[config.mk]
export PLATFORM = sky130hd
export DESIGN_NAME = filter_sample_capture
export DESIGN_NICKNAME = d
export VERILOG_FILES = /design/src/rtl/filter_sample_capture.sv
export SDC_FILE = /design/constraint.sdc
export NUM_CORES = 1
export LEC_CHECK = 0
export CORE_MARGIN = 3
export CORE_UTILIZATION = 45
export DETAILED_ROUTE_END_ITERATION = 8
export GPL_ROUTABILITY_DRIVEN = 0
export SYNTH_ARGS = -nofsm -noshare
export SYNTH_HDL_FRONTEND = slang
export SYNTH_SLANG_ARGS = --single-unit
[constraint.sdc]
create_clock -name clk -period 3.3 [get_ports clk]
set_input_delay 0.33 -clock clk [delete_from_list [all_inputs] [get_ports clk]]
set_output_delay 0.33 -clock clk [all_outputs]
set_load 0.005 [all_outputs]
[src/rtl/filter_sample_capture.sv]
// -----------------------------------------------------------------------------
// filter_sample_capture
//   Capture buffer on the output side of the biquad filter. Records a window
//   of DEPTH samples around a signed level-crossing trigger, PRE of them taken
//   before the trigger, and plays the window back oldest-first through a
//   one-sample read port with one cycle of latency.
//
// Ports
//   clk        system clock, rising edge
//   rst        synchronous reset, active-high; aborts any capture or readout
//   in_valid   in_sample carries a new filter output this cycle
//   in_sample  signed filter output sample
//   arm        one-cycle pulse starting a capture (honoured only in IDLE)
//   trig_level signed trigger threshold, sampled every cycle
//   rd_en      request the next window sample (honoured only in DONE)
//   rd_data    registered read sample; holds its value between reads
//   rd_valid   single-cycle pulse marking rd_data as a fresh read result
//   busy       high while capturing (PRETRIG, ARMED, POST)
//   done       high while a complete window is waiting to be read (DONE)
// -----------------------------------------------------------------------------
module filter_sample_capture #(
  parameter int DATA_W = 8,
  parameter int DEPTH  = 16,
  parameter int PRE    = 4
) (
  input  logic                     clk,
  input  logic                     rst,
  input  logic                     in_valid,
  input  logic signed [DATA_W-1:0] in_sample,
  input  logic                     arm,
  input  logic signed [DATA_W-1:0] trig_level,
  input  logic                     rd_en,
  output logic signed [DATA_W-1:0] rd_data,
  output logic                     rd_valid,
  output logic                     busy,
  output logic                     done
);

  localparam int AW     = $clog2(DEPTH);
  localparam int POST_N = DEPTH - PRE;  // post samples, trigger included

  localparam logic [AW-1:0] PRE_LAST  = AW'(PRE - 1);
  localparam logic [AW-1:0] POST_LAST = AW'(POST_N - 1);
  localparam logic [AW-1:0] RD_LAST   = AW'(DEPTH - 1);
  localparam logic [AW-1:0] PRE_OFS   = AW'(PRE);

  typedef enum logic [2:0] {
    S_IDLE,
    S_PRETRIG,
    S_ARMED,
    S_POST,
    S_DONE
  } state_e;

  state_e state_q, state_d;

  logic [AW-1:0]            wr_ptr_q, wr_ptr_d;
  logic [AW-1:0]            cnt_q, cnt_d;       // PRETRIG fill / POST count
  logic [AW-1:0]            rd_ptr_q, rd_ptr_d;
  logic [AW-1:0]            rd_cnt_q, rd_cnt_d;
  logic signed [DATA_W-1:0] prev_sample_q, prev_sample_d;
  logic                     prev_valid_q, prev_valid_d;
  logic signed [DATA_W-1:0] rd_data_q, rd_data_d;
  logic                     rd_valid_q, rd_valid_d;

  logic                     wr_en;
  logic                     capturing;
  logic                     trig_hit;

  logic signed [DATA_W-1:0] mem [DEPTH];

  assign capturing = (state_q == S_PRETRIG) || (state_q == S_ARMED) ||
                     (state_q == S_POST);

  // Rising crossing: previous sample strictly below the level, current at or
  // above it. All operands are signed.
  assign trig_hit = in_valid && prev_valid_q &&
                    (prev_sample_q < trig_level) && (in_sample >= trig_level);

  // ---------------------------------------------------------------------------
  // Next-state and datapath control
  // ---------------------------------------------------------------------------
  always_comb begin
    // NOTE: every signal gets a default before the case so no path leaves it
    // unassigned; otherwise synthesis infers a latch to hold the old value.
    state_d       = state_q;
    wr_ptr_d      = wr_ptr_q;
    cnt_d         = cnt_q;
    rd_ptr_d      = rd_ptr_q;
    rd_cnt_d      = rd_cnt_q;
    prev_sample_d = prev_sample_q;
    prev_valid_d  = prev_valid_q;
    rd_data_d     = rd_data_q;
    rd_valid_d    = 1'b0;
    wr_en         = 1'b0;

    // Every valid sample while capturing is stored. The final POST write moves
    // the state to DONE on the same edge, so nothing is written afterwards.
    if (capturing && in_valid) begin
      wr_en         = 1'b1;
      wr_ptr_d      = wr_ptr_q + 1'b1;
      prev_sample_d = in_sample;
      prev_valid_d  = 1'b1;
    end

    case (state_q)
      S_IDLE: begin
        wr_ptr_d     = '0;
        cnt_d        = '0;
        rd_cnt_d     = '0;
        prev_valid_d = 1'b0;
        if (arm) state_d = S_PRETRIG;
      end

      S_PRETRIG: begin
        if (in_valid) begin
          if (cnt_q == PRE_LAST) begin
            cnt_d   = '0;
            state_d = S_ARMED;
          end else begin
            cnt_d = cnt_q + 1'b1;
          end
        end
      end

      S_ARMED: begin
        if (trig_hit) begin
          // Window start is fixed here: PRE slots behind the trigger address.
          rd_ptr_d = wr_ptr_q - PRE_OFS;
          cnt_d    = AW'(1);
          state_d  = (POST_N == 1) ? S_DONE : S_POST;
        end
      end

      S_POST: begin
        if (in_valid) begin
          cnt_d = cnt_q + 1'b1;
          if (cnt_q == POST_LAST) state_d = S_DONE;
        end
      end

      S_DONE: begin
        if (rd_en) begin
          rd_data_d  = mem[rd_ptr_q];
          rd_valid_d = 1'b1;
          rd_ptr_d   = rd_ptr_q + 1'b1;
          rd_cnt_d   = rd_cnt_q + 1'b1;
          if (rd_cnt_q == RD_LAST) state_d = S_IDLE;
        end
      end

      default: state_d = S_IDLE;
    endcase
  end

  // ---------------------------------------------------------------------------
  // State and control registers
  // ---------------------------------------------------------------------------
  // NOTE: sequential state uses non-blocking assignments so every register
  // samples the pre-edge values, independent of statement order.
  always_ff @(posedge clk) begin
    if (rst) begin
      state_q       <= S_IDLE;
      wr_ptr_q      <= '0;
      cnt_q         <= '0;
      rd_ptr_q      <= '0;
      rd_cnt_q      <= '0;
      prev_sample_q <= '0;
      prev_valid_q  <= 1'b0;
      rd_data_q     <= '0;
      rd_valid_q    <= 1'b0;
    end else begin
      state_q       <= state_d;
      wr_ptr_q      <= wr_ptr_d;
      cnt_q         <= cnt_d;
      rd_ptr_q      <= rd_ptr_d;
      rd_cnt_q      <= rd_cnt_d;
      prev_sample_q <= prev_sample_d;
      prev_valid_q  <= prev_valid_d;
      rd_data_q     <= rd_data_d;
      rd_valid_q    <= rd_valid_d;
    end
  end

  // NOTE: the sample buffer has no reset; its contents are never read before
  // being written in the current capture, and leaving it unreset lets it map
  // onto RAM.
  always_ff @(posedge clk) begin
    if (wr_en) mem[wr_ptr_q] <= in_sample;
  end

  assign rd_data  = rd_data_q;
  assign rd_valid = rd_valid_q;
  assign busy     = capturing;
  assign done     = (state_q == S_DONE);

endmodule

==> impl_metrics.json, run 1 <==
{
  "wl_per_cell_um": 20.7,
  "cp-startpoint": "in_sample[7]",
  "placedCellCount": 688,
  "rows": 45,
  "synth_seq_cells": 165,
  "worstPathMaxFanout": 12,
  "syn_area_um2": 7130,
  "synth.distinct_cells": 53,
  "yosys_warnings": 0,
  "grt_pass1_vias": 4067,
  "grt_pass1_wl_um": 23300,
  "synth.top_cell.area_share": 0.539,
  "critPathCapture": "cnt_q[1]",
  "dieArea_um2": 17400,
  "p_leak_nw": 2.90,
  "setup_violations": 0,
  "fin_ws_ps": 702,
  "crit_path_start_kind": "input port",
  "portBuffers": 31,
  "drc": 0,
  "r2r_cells": 5,
  "initial_core_util": 0.464,
  "postPlaceCellArea_um2": 7710,
  "drive_gt1_frac": 0.128,
  "ctsResizeCount": 0,
  "drt_wl_total_um": 14900,
  "die_y_um": 132,
  "syn_area_per_cell_um2": 15.7,
  "cp.arrival_ps": 2910,
  "finalNetCount": 543,
  "clk_path_buf_depth": 2,
  "syn-num-nets": 501,
  "vias": 4031,
  "hold_viol_final": 0,
  "die_w_um": 132,
  "final_util": 0.541,
  "relSlewSlack": 0.242,
  "reg2reg_from": "rd_ptr_q[0]",
  "track_usage": 0.179,
  "tightest_slew_ps": 1130,
  "synth.top_cells.by_count": "128 x edfxtp_1, 46 x nand2_1, 37 x dfxtp_1",
  "yosysTopAreaCell": "edfxtp_1",
  "clk_pin_slew_worst_paths_ps": 60,
  "ff2ff_setup_slack_ps": 920,
  "async_reset_ff_frac": 0,
  "grt.overflow.total": 0,
  "synthCells": 454,
  "drv_slew": 0,
  "ys_top_cells_by_area": "edfxtp_1 54%, dfxtp_1 10%, mux4_1 9.9%",
  "fin_crit_sh": 0.787,
  "critPathKind": "input port to flop",
  "io_pins": 32,
  "insertion_delay_ps": 420,
  "fin_hold_ws_ps": 452,
  "cp_cell_sequence": "clkdlybuf4s50_1 > ha_1 > nor2b_1 > a311o_1 > mux2i_1 > o21ai_2 > a21boi_2 > mux2_2",
  "worst_setup_path_end_kind": "flop",
  "antenna_found_initial": 0,
  "worstPathRequired_ps": 3610,
  "status": "complete, no violations",
  "cts_root_buf": "clkbuf_16",
  "dr.pass1.iters": 5,
  "dp.final_hpwl_um": 9960,
  "synth_flop_cell": "edfxtp_1",
  "htreeDepth": 4,
  "critPathMaxStageDelay_ps": 780,
  "grt_max_degree": 30,
  "max_freq_mhz": 385,
  "finalClockSkew_ps": 7.23,
  "insertedDiodeCount": 0,
  "postCtsHoldBufs": 0,
  "ant_nets": 0,
  "cp_slowest_cell": "clkdlybuf4s50_1",
  "cts_setup_buffers": 0,
  "tns_ps": 0,
  "seq_area_frac_synth": 0.643,
  "hold_class": "flop to flop",
  "drv_cap": 0,
  "synth_most_common_cell": "edfxtp_1",
  "final_cell_area_um2": 8320,
  "final_cell_count_no_fill": 720,
  "cts.sink_count": 165,
  "cts_tree": "built",
  "syn_to_final_growth_pct": 16.6,
  "p_per_area_nw_per_um2": 536,
  "peakVddDrop_uv": 423,
  "post-route-min-period_ps": 2600,
  "drt_iter0_drc": 271,
  "rr_endpoint": "rd_data[0]",
  "avgViaCountPerCell": 5.60,
  "core_area_um2": 15400,
  "finalPower_mw": 4.46,
  "rsz0062_at_grt": "false",
  "synth_edf_count": 128,
  "numCtsBuffers": 17,
  "pre_cts_ws_ps": 256
}
## sequential cells by signal, summed over array words and instances (netlist names), 3 cells and up
| register | count |
|---|---|
| cnt_q | 4 |
| rd_data | 8 |
| wr_ptr_q | 4 |
| rd_cnt_q | 4 |
| rd_ptr_q | 4 |
| state_q | 3 |
| prev_sample_q | 8 |
| mem | 128 |
## cells by family after synthesis
logic type / share of synthesized area
multiplexers: 0.145
flip-flops: 0.643
AND/OR/NAND/NOR: 0.0751
XOR/XNOR: 0.00614
buffers and inverters: 0.0261
adder cells (fa/ha/maj): 0.0456
AO/OA/AOI/OAI: 0.0595
## critical path: cells and delay by family
kind / cells / cell delay, ps
compound gates: 3 / 650
mux: 2 / 610
simple gates: 1 / 150
fa+ha+maj: 1 / 370
buf+inv: 1 / 780
## worst min path at each step
stage | cells past startpoint | slack [ps] | startpoint | end
finish | 2 | 450 | rd_data[3] | rd_data[3]
global route | 2 | 470 | prev_sample_q[0] | prev_sample_q[0]
CTS | 2 | 450 | rd_data[3] | rd_data[3]
detailed placement | 2 | 450 | rd_data[3] | rd_data[3]
global placement | 2 | 440 | rd_data[1] | rd_data[1]
floorplan | 0 | 430 | in_sample[0] | mem[0][0]
## cells in the final DEF, fill, tap and decap left out, types with 6 or more instances in the layout
cell / synthesis / layout
a21oi_1: 25 / 25
and3_1: 19 / 19
buf_4: 0 / 12
clkbuf_16: 0 / 17
clkdlybuf4s50_1: 0 / 31
dfxtp_1: 37 / 36
edfxtp_1: 128 / 128
ha_1: 26 / 26
inv_1: 19 / 19
mux4_1: 27 / 27
mux4_2: 13 / 13
nand2_1: 46 / 46
nand3_1: 6 / 6
nand4_1: 6 / 6
nor2_1: 16 / 16
o21ai_0: 7 / 7
## cell type report
type	instances	area (um^2)
Timing Repair Buffer	44	420
Sequential cell	165	4590
Clock buffer	18	429
Fill cell	1230	7050
Clock inverter	14	176
Tap cell	211	264
Multi-Input combinational cell	248	2370
Inverter	20	75.1
## layer usage
metal | up-vias | global-route usage | routed length, um
met4 | 0 | 0.0519 | 103
li1 | 1878 | - | -
met2 | 102 | 0.288 | 7380
met1 | 2040 | 0.247 | 6860
met3 | 11 | 0.0397 | 557
met5 | - | 0 | 0
## report_power, final
group,internal (mW),switching (mW),total [mW]
combinational,0.0797,0.111,0.190
sequential,2.25,0.0104,2.26
clock,1.20,0.809,2.01
Power figures use the tool's default switching activity.
==> run 2, diff against run 1 <==
==> constraint.sdc (replaced) <==
create_clock -name clk -period 2.2 [get_ports clk]
set_input_delay 0.22 -clock clk [delete_from_list [all_inputs] [get_ports clk]]
set_output_delay 0.22 -clock clk [all_outputs]
set_load 0.005 [all_outputs]
==> impl_metrics.json, run 2 (synthesis results as in run 1) <==
{
  "core_area_um2": 15400,
  "grt.overflow.total": 0,
  "peakVddDrop_uv": 583,
  "fin_crit_sh": 0.986,
  "placedCellCount": 727,
  "critPathKind": "flop to flop",
  "cp-startpoint": "prev_sample_q[7]",
  "syn_to_final_growth_pct": 23.8,
  "initial_core_util": 0.464,
  "setup_violations": 0,
  "tightest_slew_ps": 595,
  "dieArea_um2": 17400,
  "top_register": "mem",
  "p_per_area_nw_per_um2": 760,
  "critPathCapture": "cnt_q[1]",
  "drt_wl_total_um": 15100,
  "max_freq_mhz": 461,
  "min-delay-start": "in_sample[7]",
  "antenna_found_initial": 0,
  "portBuffers": 31,
  "track_usage": 0.179,
  "die_w_um": 132,
  "reg2reg_from": "prev_sample_q[7]",
  "numCtsBuffers": 17,
  "p_leak_nw": 3.15,
  "grt_pass1_vias": 4190,
  "worstPathRequired_ps": 2510,
  "status": "complete, no violations",
  "clk_pin_slew_worst_paths_ps": 60,
  "dp.final_hpwl_um": 10500,
  "grt_pass1_wl_um": 23400,
  "largest_register_ffs": 128,
  "final_util": 0.575,
  "rr_endpoint": "cnt_q[1]",
  "cts_tree": "built",
  "final_cell_count_no_fill": 761,
  "drc": 0,
  "drt_iter0_drc": 339,
  "r2r_cells": 7,
  "drv_slew": 0,
  "cp.arrival_ps": 2480,
  "ant_nets": 0,
  "worstPathMaxFanout": 3,
  "io_pins": 32,
  "insertion_delay_ps": 420,
  "tns_ps": 0,
  "grt_max_degree": 26,
  "wl_per_cell_um": 19.9,
  "vias": 4173,
  "finalClockSkew_ps": 12.5,
  "dr.pass1.iters": 5,
  "rsz0062_at_grt": "true",
  "cts.sink_count": 165,
  "ff2ff_setup_slack_ps": 30,
  "drive_gt1_frac": 0.209,
  "crit_path_start_kind": "flop",
  "die_y_um": 132,
  "insertedDiodeCount": 0,
  "clk_path_buf_depth": 2,
  "hold_class": "input port to flop",
  "htreeDepth": 4,
  "rows": 45,
  "postCtsHoldBufs": 0,
  "cts_root_buf": "clkbuf_16",
  "mostFrequentLayoutCells": "128 x edfxtp_1, 46 x nand2_1, 43 x buf_4",
  "final_common_cell": "edfxtp_1",
  "avgViaCountPerCell": 5.48,
  "post-route-min-period_ps": 2170,
  "hold_viol_final": 0,
  "worst_setup_path_end_kind": "flop",
  "finalNetCount": 584,
  "relSlewSlack": 0.601,
  "drv_cap": 0
}
-- run 2: changes by cell type in the layout (fill, tap and decap cells not counted), sizes merged, moves of 2 or more --
cell,change
clkinv,-4
clkbuf,+9
bufinv,-2
clkinvlp,-2
buf,+41
-- run 2: repair_timing --
action                     4_1_cts  5_1_grt
setup endpoints to repair        3        9
pin swaps                        0        6
buffers inserted                 0        2
gates resized for setup          1       14
-- run 2: power breakdown --
part,switching (mW),internal (mW)
logic,0.185,0.170
registers,0.0137,3.38
clock network,1.14,1.83
-- run 2: worst min path at each step --
stage | end | slack, ps | cells after the start
after floorplan | mem[0][0] | 320 | 0
after global placement | prev_sample_q[0] | 440 | 2
after detailed placement | prev_sample_q[0] | 440 | 2
after CTS | prev_sample_q[0] | 450 | 2
after global routing | mem[7][7] | 200 | 2
final | mem[7][7] | 200 | 2
-- run 2: through the flow --
step	instance area (um^2)	hold slack [ps]	power, mW	setup WS [ps]
6_report	8830	201	6.71	30.9
5_1_grt	8830	195	6.94	-25.2
4_1_cts	8740	452	6.76	44.5
3_5_place_dp	8130	443	3.79	-463
3_3_place_gp	8130	442	3.78	-411
2_1_floorplan	7130	319	3.60	163
-- run 2: critical path: stages, from the launching register on --
cell	delay, ps
dfxtp_2	340
ha_4	260
or3b_4	370
a221oi_2	260
o21a_1	250
o21ai_2	100
a21boi_2	180
mux2_4	310
-- run 2: per-layer routing --
metal / wire (um) / global-route usage
met5: 0 / 0
met4: 129 / 0.0560
met3: 421 / 0.0336
met2: 7680 / 0.302
met1: 6870 / 0.238
-- run 2: area by class of cell --
cell class                 count  area, um^2
tap                          211         264
clock buffer                  27         547
clock inverter                 5        57.6
sequential                   165        4590
timing repair buffer          85         856
multi-input combinational    248        2440
inverter                      20        75.1
fill                        1210        6540
==> variant 1: new RTL, config.mk and constraints of run 2 <==
Register the inputs `in_valid`, `in_sample`, `arm`, `trig_level` and `rd_en` before use, without a reset. The logic sees them one clock later. Comments in the files are not updated.
--- a/src/rtl/filter_sample_capture.sv
+++ b/src/rtl/filter_sample_capture.sv
@@ -52,6 +52,20 @@
     S_DONE
   } state_e;
 
+  logic in_valid_q;
+  logic signed [DATA_W-1:0] in_sample_q;
+  logic arm_q;
+  logic signed [DATA_W-1:0] trig_level_q;
+  logic rd_en_q;
+
+  always_ff @(posedge clk) begin
+    in_valid_q   <= in_valid;
+    in_sample_q  <= in_sample;
+    arm_q        <= arm;
+    trig_level_q <= trig_level;
+    rd_en_q      <= rd_en;
+  end
+
   state_e state_q, state_d;
 
   logic [AW-1:0]            wr_ptr_q, wr_ptr_d;
@@ -74,8 +88,8 @@
 
   // Rising crossing: previous sample strictly below the level, current at or
   // above it. All operands are signed.
-  assign trig_hit = in_valid && prev_valid_q &&
-                    (prev_sample_q < trig_level) && (in_sample >= trig_level);
+  assign trig_hit = in_valid_q && prev_valid_q &&
+                    (prev_sample_q < trig_level_q) && (in_sample_q >= trig_level_q);
 
   // ---------------------------------------------------------------------------
   // Next-state and datapath control
@@ -96,10 +110,10 @@
 
     // Every valid sample while capturing is stored. The final POST write moves
     // the state to DONE on the same edge, so nothing is written afterwards.
-    if (capturing && in_valid) begin
+    if (capturing && in_valid_q) begin
       wr_en         = 1'b1;
       wr_ptr_d      = wr_ptr_q + 1'b1;
-      prev_sample_d = in_sample;
+      prev_sample_d = in_sample_q;
       prev_valid_d  = 1'b1;
     end
 
@@ -109,11 +123,11 @@
         cnt_d        = '0;
         rd_cnt_d     = '0;
         prev_valid_d = 1'b0;
-        if (arm) state_d = S_PRETRIG;
+        if (arm_q) state_d = S_PRETRIG;
       end
 
       S_PRETRIG: begin
-        if (in_valid) begin
+        if (in_valid_q) begin
           if (cnt_q == PRE_LAST) begin
             cnt_d   = '0;
             state_d = S_ARMED;
@@ -133,14 +147,14 @@
       end
 
       S_POST: begin
-        if (in_valid) begin
+        if (in_valid_q) begin
           cnt_d = cnt_q + 1'b1;
           if (cnt_q == POST_LAST) state_d = S_DONE;
         end
       end
 
       S_DONE: begin
-        if (rd_en) begin
+        if (rd_en_q) begin
           rd_data_d  = mem[rd_ptr_q];
           rd_valid_d = 1'b1;
           rd_ptr_d   = rd_ptr_q + 1'b1;
@@ -186,7 +200,7 @@
   // being written in the current capture, and leaving it unreset lets it map
   // onto RAM.
   always_ff @(posedge clk) begin
-    if (wr_en) mem[wr_ptr_q] <= in_sample;
+    if (wr_en) mem[wr_ptr_q] <= in_sample_q;
   end
 
   assign rd_data  = rd_data_q;
Function: changed (Yosys sat finds a counterexample within 4 cycles, from zero or initial values and one cycle with rst high).
==> variant 1 against run 2 <==
  * The flow now finishes with violations (negative setup slack)
  * Count of clock-buffer cells in the layout down 2
  * Utilization fell by 2.6 points
  * Via count decreased by 2.5%
  * Routed wire length shrank 2.0%
  * Sequential power up 11%
  * Cell area is 0.17% lower
  * Worst setup slack worse by 0.032 ns
  * Power grew 5.1%
  * Final cell count decreased by 0.39%
  * Sequential cell count grew 19
  * Synthesized area increased by 4.8%
  * Highest routed layer unchanged
==> variant 1: results (changes against run 2) <==
** Routing
- The first-iteration detailed-routing DRC count is 252 (-26%).
- Vias per cell :: 5.37 (-2.1%)
- The total via count in the routed design came to 4069 (-2.5%).
- The detail-routed net length per standard cell came to 19.5 µm (-1.6%).
- The length of routed met2 wiring is 7290 µm (-5.1%).
- Met3 routed WL :: 524 µm (+24%)

** Timing
- The final setup violation count was 1 (+1).
- Final WS setup :: -0.00109 ns (-0.0320 ns)
- The worst clock skew came to 0.00904 ns (-0.00343 ns).
- Max-slew headroom at the worst pin :: 64.2% (+4.1 points)

** Setup path
- Reg-to-reg critical path startpoint :: trig_level_q[2]
- The number of cells traversed by the worst register-to-register path came to 9 (+2).
- On the critical path, the stage with the largest delay is an instance of sky130_fd_sc_hd__a2111oi_4.
- The data arrival time of the worst path is 2.53 ns (+0.05 ns).
- Maximum single-stage delay on the critical path :: 0.45 ns (+0.08 ns)
- The worst register-to-register path ends at state_q[0].
- The top fanout value on the critical path is 4 (+1).

** Yosys
- The net count of the mapped netlist was 518 (+3.4%).
- The area fraction in compound gates after synthesis was 4.85% (-1.1 points).
- Xor and xnor area share after synthesis :: 0.937% (+0.32 points)
- In the post-synthesis netlist, the biggest area contributors are sky130_fd_sc_hd__edfxtp_1 (51%), sky130_fd_sc_hd__dfxtp_1 (15%), sky130_fd_sc_hd__mux4_1 (8.4%), sky130_fd_sc_hd__mux4_2 (4.8%), sky130_fd_sc_hd__ha_1 (4.4%).
- Average instance area after synthesis :: 15.9 µm² (+1.0%)
- Post-synth cell types :: 49 (-7.5%)
- Share of synthesized area spent on multiplexers :: 13.5% (-0.95 points)
- Adder-cell share of the synthesized area :: 4.35% (-0.21 points)

** GRT
- The global-route wire length before repair is 23100 µm (-1.5%).
- Total Routing Usage GR :: 17.2% (-0.72 points)

** Power and ir drop
- Leakage power total :: 3.09 nW (-2.0%)

** Placed design
- Number of instances in the placed design :: 726 (-0.14%)
- The post-DP HPWL was 10200 µm (-2.9%).

** Status
- Violations in the final reports :: negative setup slack
- The flow ran to the end, but the final reports show violations.

** Final layout
- Share of cells above drive strength 1 :: 15.3% (-5.6 points)

** Hold path
- Worst min-delay path endpoint :: trig_level_q[0]
- The startpoint identified for the worst hold timing path is trig_level[0].

** Clocking
- Gates resized, CTS repair :: 0 (-1)
==> variant 1: cell types whose count changed after synthesis, moves of 4 or more <==
cell,before,now
sky130_fd_sc_hd__nor2_1,16,22
sky130_fd_sc_hd__nor2b_1,5,1
sky130_fd_sc_hd__dfxtp_1,37,56
sky130_fd_sc_hd__nand2_1,46,51
==> variant 1: layout make-up <==
class | count | area [µm²]
Tap cell | 216 | 270
Multi-Input combinational cell | 248 | 2350
Clock buffer | 25 | 498
Fill cell | 1271 | 7240
Timing Repair Buffer | 59 | 562
Sequential cell | 184 | 4970
Clock inverter | 7 | 91.3
Inverter | 19 | 73.8
==> variant 1: cells by family after synthesis <==
family / after synthesis
DFF: 184
and+or+nand+nor: 118
AOI/OAI and AO/OA: 54
muxes: 42
buffers and inverters: 39
adders and majority gates: 26
xor gates and xnor gates: 8
==> variant 1: worst max path at each step <==
stage / from / to / cells after the start
finish: trig_level_q[2] / state_q[0] / 9
global route: trig_level_q[2] / state_q[0] / 9
CTS: trig_level_q[2] / state_q[0] / 9
detailed placement: trig_level_q[2] / state_q[0] / 9
global placement: trig_level_q[2] / state_q[0] / 9
floorplan: trig_level_q[2] / cnt_q[3] / 8
==> variant 1: routing by layer <==
layer  track usage [%]  up-vias
li1                  -     1943
met5                 0        -
met2              27.9       84
met4              5.94        0
met3              4.10       15
met1              22.9     2027
==> variant 1: through the flow <==
step	TNS, ns	hold WS, ns
after detailed placement	0	0.450
after global routing	-0.272	0.228
after floorplan	0	0.248
final	-0.00109	0.237
after CTS	0	0.219
after global placement	0	0.449
==> variant 1: where the power goes <==
| group | switching [mW] | leakage, nW | internal, mW |
|---|---|---|---|
| clock | 1.20 | 0.285 | 1.81 |
| sequential | 0.0302 | 1.61 | 3.74 |
| combinational | 0.157 | 1.19 | 0.121 |
| total | 1.39 | 3.09 | 5.67 |
==> variant 2: new RTL, flow settings as in run 2 <==
Made on the original files. Change the parameter `DATA_W` from 8 to 7.
--- a/src/rtl/filter_sample_capture.sv
+++ b/src/rtl/filter_sample_capture.sv
@@ -19,7 +19,7 @@
 //   done       high while a complete window is waiting to be read (DONE)
 // -----------------------------------------------------------------------------
 module filter_sample_capture #(
-  parameter int DATA_W = 8,
+  parameter int DATA_W = 7,
   parameter int DEPTH  = 16,
   parameter int PRE    = 4
 ) (
Interface: changed (resized in_sample, rd_data and trig_level); port bits go from 32 to 29. No check against the original RTL was run, so the function may have changed too.
==> variant 2 against run 2 <==
  * Clock power decreased by 4%
  * Global-route usage increased by 0.87 points
  * Count of clock-buffer cells in the layout decreased by 10
  * Synthesized area decreased by 11%
  * Die area decreased by 10%
  * Power decreased by 8.6%
  * First-iteration DRC count decreased by 2.7%
  * Routed wire length decreased by 7.1%
  * Worst setup slack improved by 0.17 ns
  * Non-clock buffer count decreased by 16
  * Sequential cell count decreased by 18
  * Hold slack improved by 0.26 ns
  * Cell area decreased by 12%
  * Clock skew decreased by 0.0041 ns
==> variant 2: results (changes against run 2) <==
** GRT
- Total Routing Usage GR :: 18.8% (+0.87 points)
- The global-route wire length before repair came to 21800 µm (-7.1%).
- GR Util met1 :: 25.6% (+1.8 points)
- The met2 global-route usage is 29.0% (-1.2 points).

** Final layout
- The number of nets in the layout was 539 (-7.7%).
- The share of post-route cells with drive strength above 1 came to 20.4% (-0.48 points).
- Number of flip-flops in the largest register :: 112 (-13%)
- The count of non-filler cells in the finished layout was 685 (-10%).

** Yosys
- Seq/Total Area, Yosys :: 63.7% (-0.60 points)
- Leading cell types by total area after synthesis :: sky130_fd_sc_hd__edfxtp_1 (53%), sky130_fd_sc_hd__dfxtp_1 (11%), sky130_fd_sc_hd__mux4_2 (9.2%), sky130_fd_sc_hd__ha_1 (4.7%), sky130_fd_sc_hd__mux4_1 (3.7%)
- Commonest cells post-synth :: sky130_fd_sc_hd__edfxtp_1 (112), sky130_fd_sc_hd__nand2_1 (51), sky130_fd_sc_hd__dfxtp_1 (35)

** Setup path
- The top fanout value on the critical path is 13 (+10).
- Reg2Reg Depth :: 5 (-2)
- The data arrival time of the worst path came to 1.78 ns (-0.70 ns).
- Largest delay contributor family on the critical path :: buffers and inverters
- The delay of the slowest cell on the worst path came to 0.54 ns (+0.17 ns).
- The startpoint identified for the worst register-to-register timing path is rd_ptr_q[0].

** Routing
- The first-iteration detailed-routing DRC count was 330 (-2.7%).
- Routed met2 length :: 6680 µm (-13%)

** Hold path
- The worst hold path belongs to the class register to register.
- In this run the most critical hold path is launched from rd_data[0].

** Power and ir drop
- IR drop worst, VDD :: 0.620 mV (+6.3%)
- Leakage power total :: 2.70 nW (-14%)
- The reported net switching power was 1.34 mW (-0.14%).

** Placed design
- HPWL after DPL :: 9480 µm (-9.5%)
- The worst slack at placement was -0.206 ns (+0.257 ns).
- IO buf count :: 28 (-9.7%)

** Timing
- Maximum clock skew at final layout :: 0.00842 ns (-0.00405 ns)
- The worst-margin pin slew is 0.576 ns (-0.0183 ns).

** Status
- Status :: complete, no violations
[variant 2: changes by cell type in the layout (fill, tap and decap cells not counted), moves of 8 or more]
cell,before,now
sky130_fd_sc_hd__mux4_1,27,9
sky130_fd_sc_hd__edfxtp_1,128,112
sky130_fd_sc_hd__mux4_2,13,26
sky130_fd_sc_hd__buf_4,43,35
[variant 2: cell type report]
| class | count | area (µm²) |
|---|---|---|
| Clock buffer | 17 | 425 |
| Tap cell | 176 | 220 |
| Timing Repair Buffer | 69 | 663 |
| Sequential cell | 147 | 4070 |
| Fill cell | 1070 | 5820 |
| Inverter | 17 | 63.8 |
| Clock inverter | 15 | 160 |
| Multi-Input combinational cell | 244 | 2140 |
[variant 2: final timing paths]
check / to / slack [ns]
setup / recovery: busy / 0.20
hold reg to reg: rd_data[0] / 0.46
hold / removal: rd_data[0] / 0.46
setup reg to reg: rd_data[5] / 0.21
[variant 2: logic make-up after synthesis]
| group | Yosys count | share of synthesized area, % |
|---|---|---|
| flops | 147 | 63.7 |
| fa+ha+maj | 24 | 4.70 |
| buf+inv | 38 | 2.90 |
| compound gates | 60 | 5.92 |
| mux | 37 | 13.2 |
| simple gates | 118 | 8.90 |
| xor+xnor | 5 | 0.686 |
[variant 2: timing repair]
item	in CTS	in global routing
setup endpoints to repair	1	1
endpoints found under the hold margin	0	0
gates resized for setup	1	2
[variant 2: power groups by stage]
| stage | Combinational (mW) | Sequential, mW | Clock, mW |
|---|---|---|---|
| after detailed placement | 0.275 | 3.07 | 0 |
| after CTS | 0.277 | 3.01 | 2.89 |
| final | 0.275 | 3.01 | 2.84 |
| after global routing | 0.303 | 3.01 | 3.02 |
| after floorplan | 0.128 | 3.06 | 0 |
| after global placement | 0.267 | 3.07 | 0 |
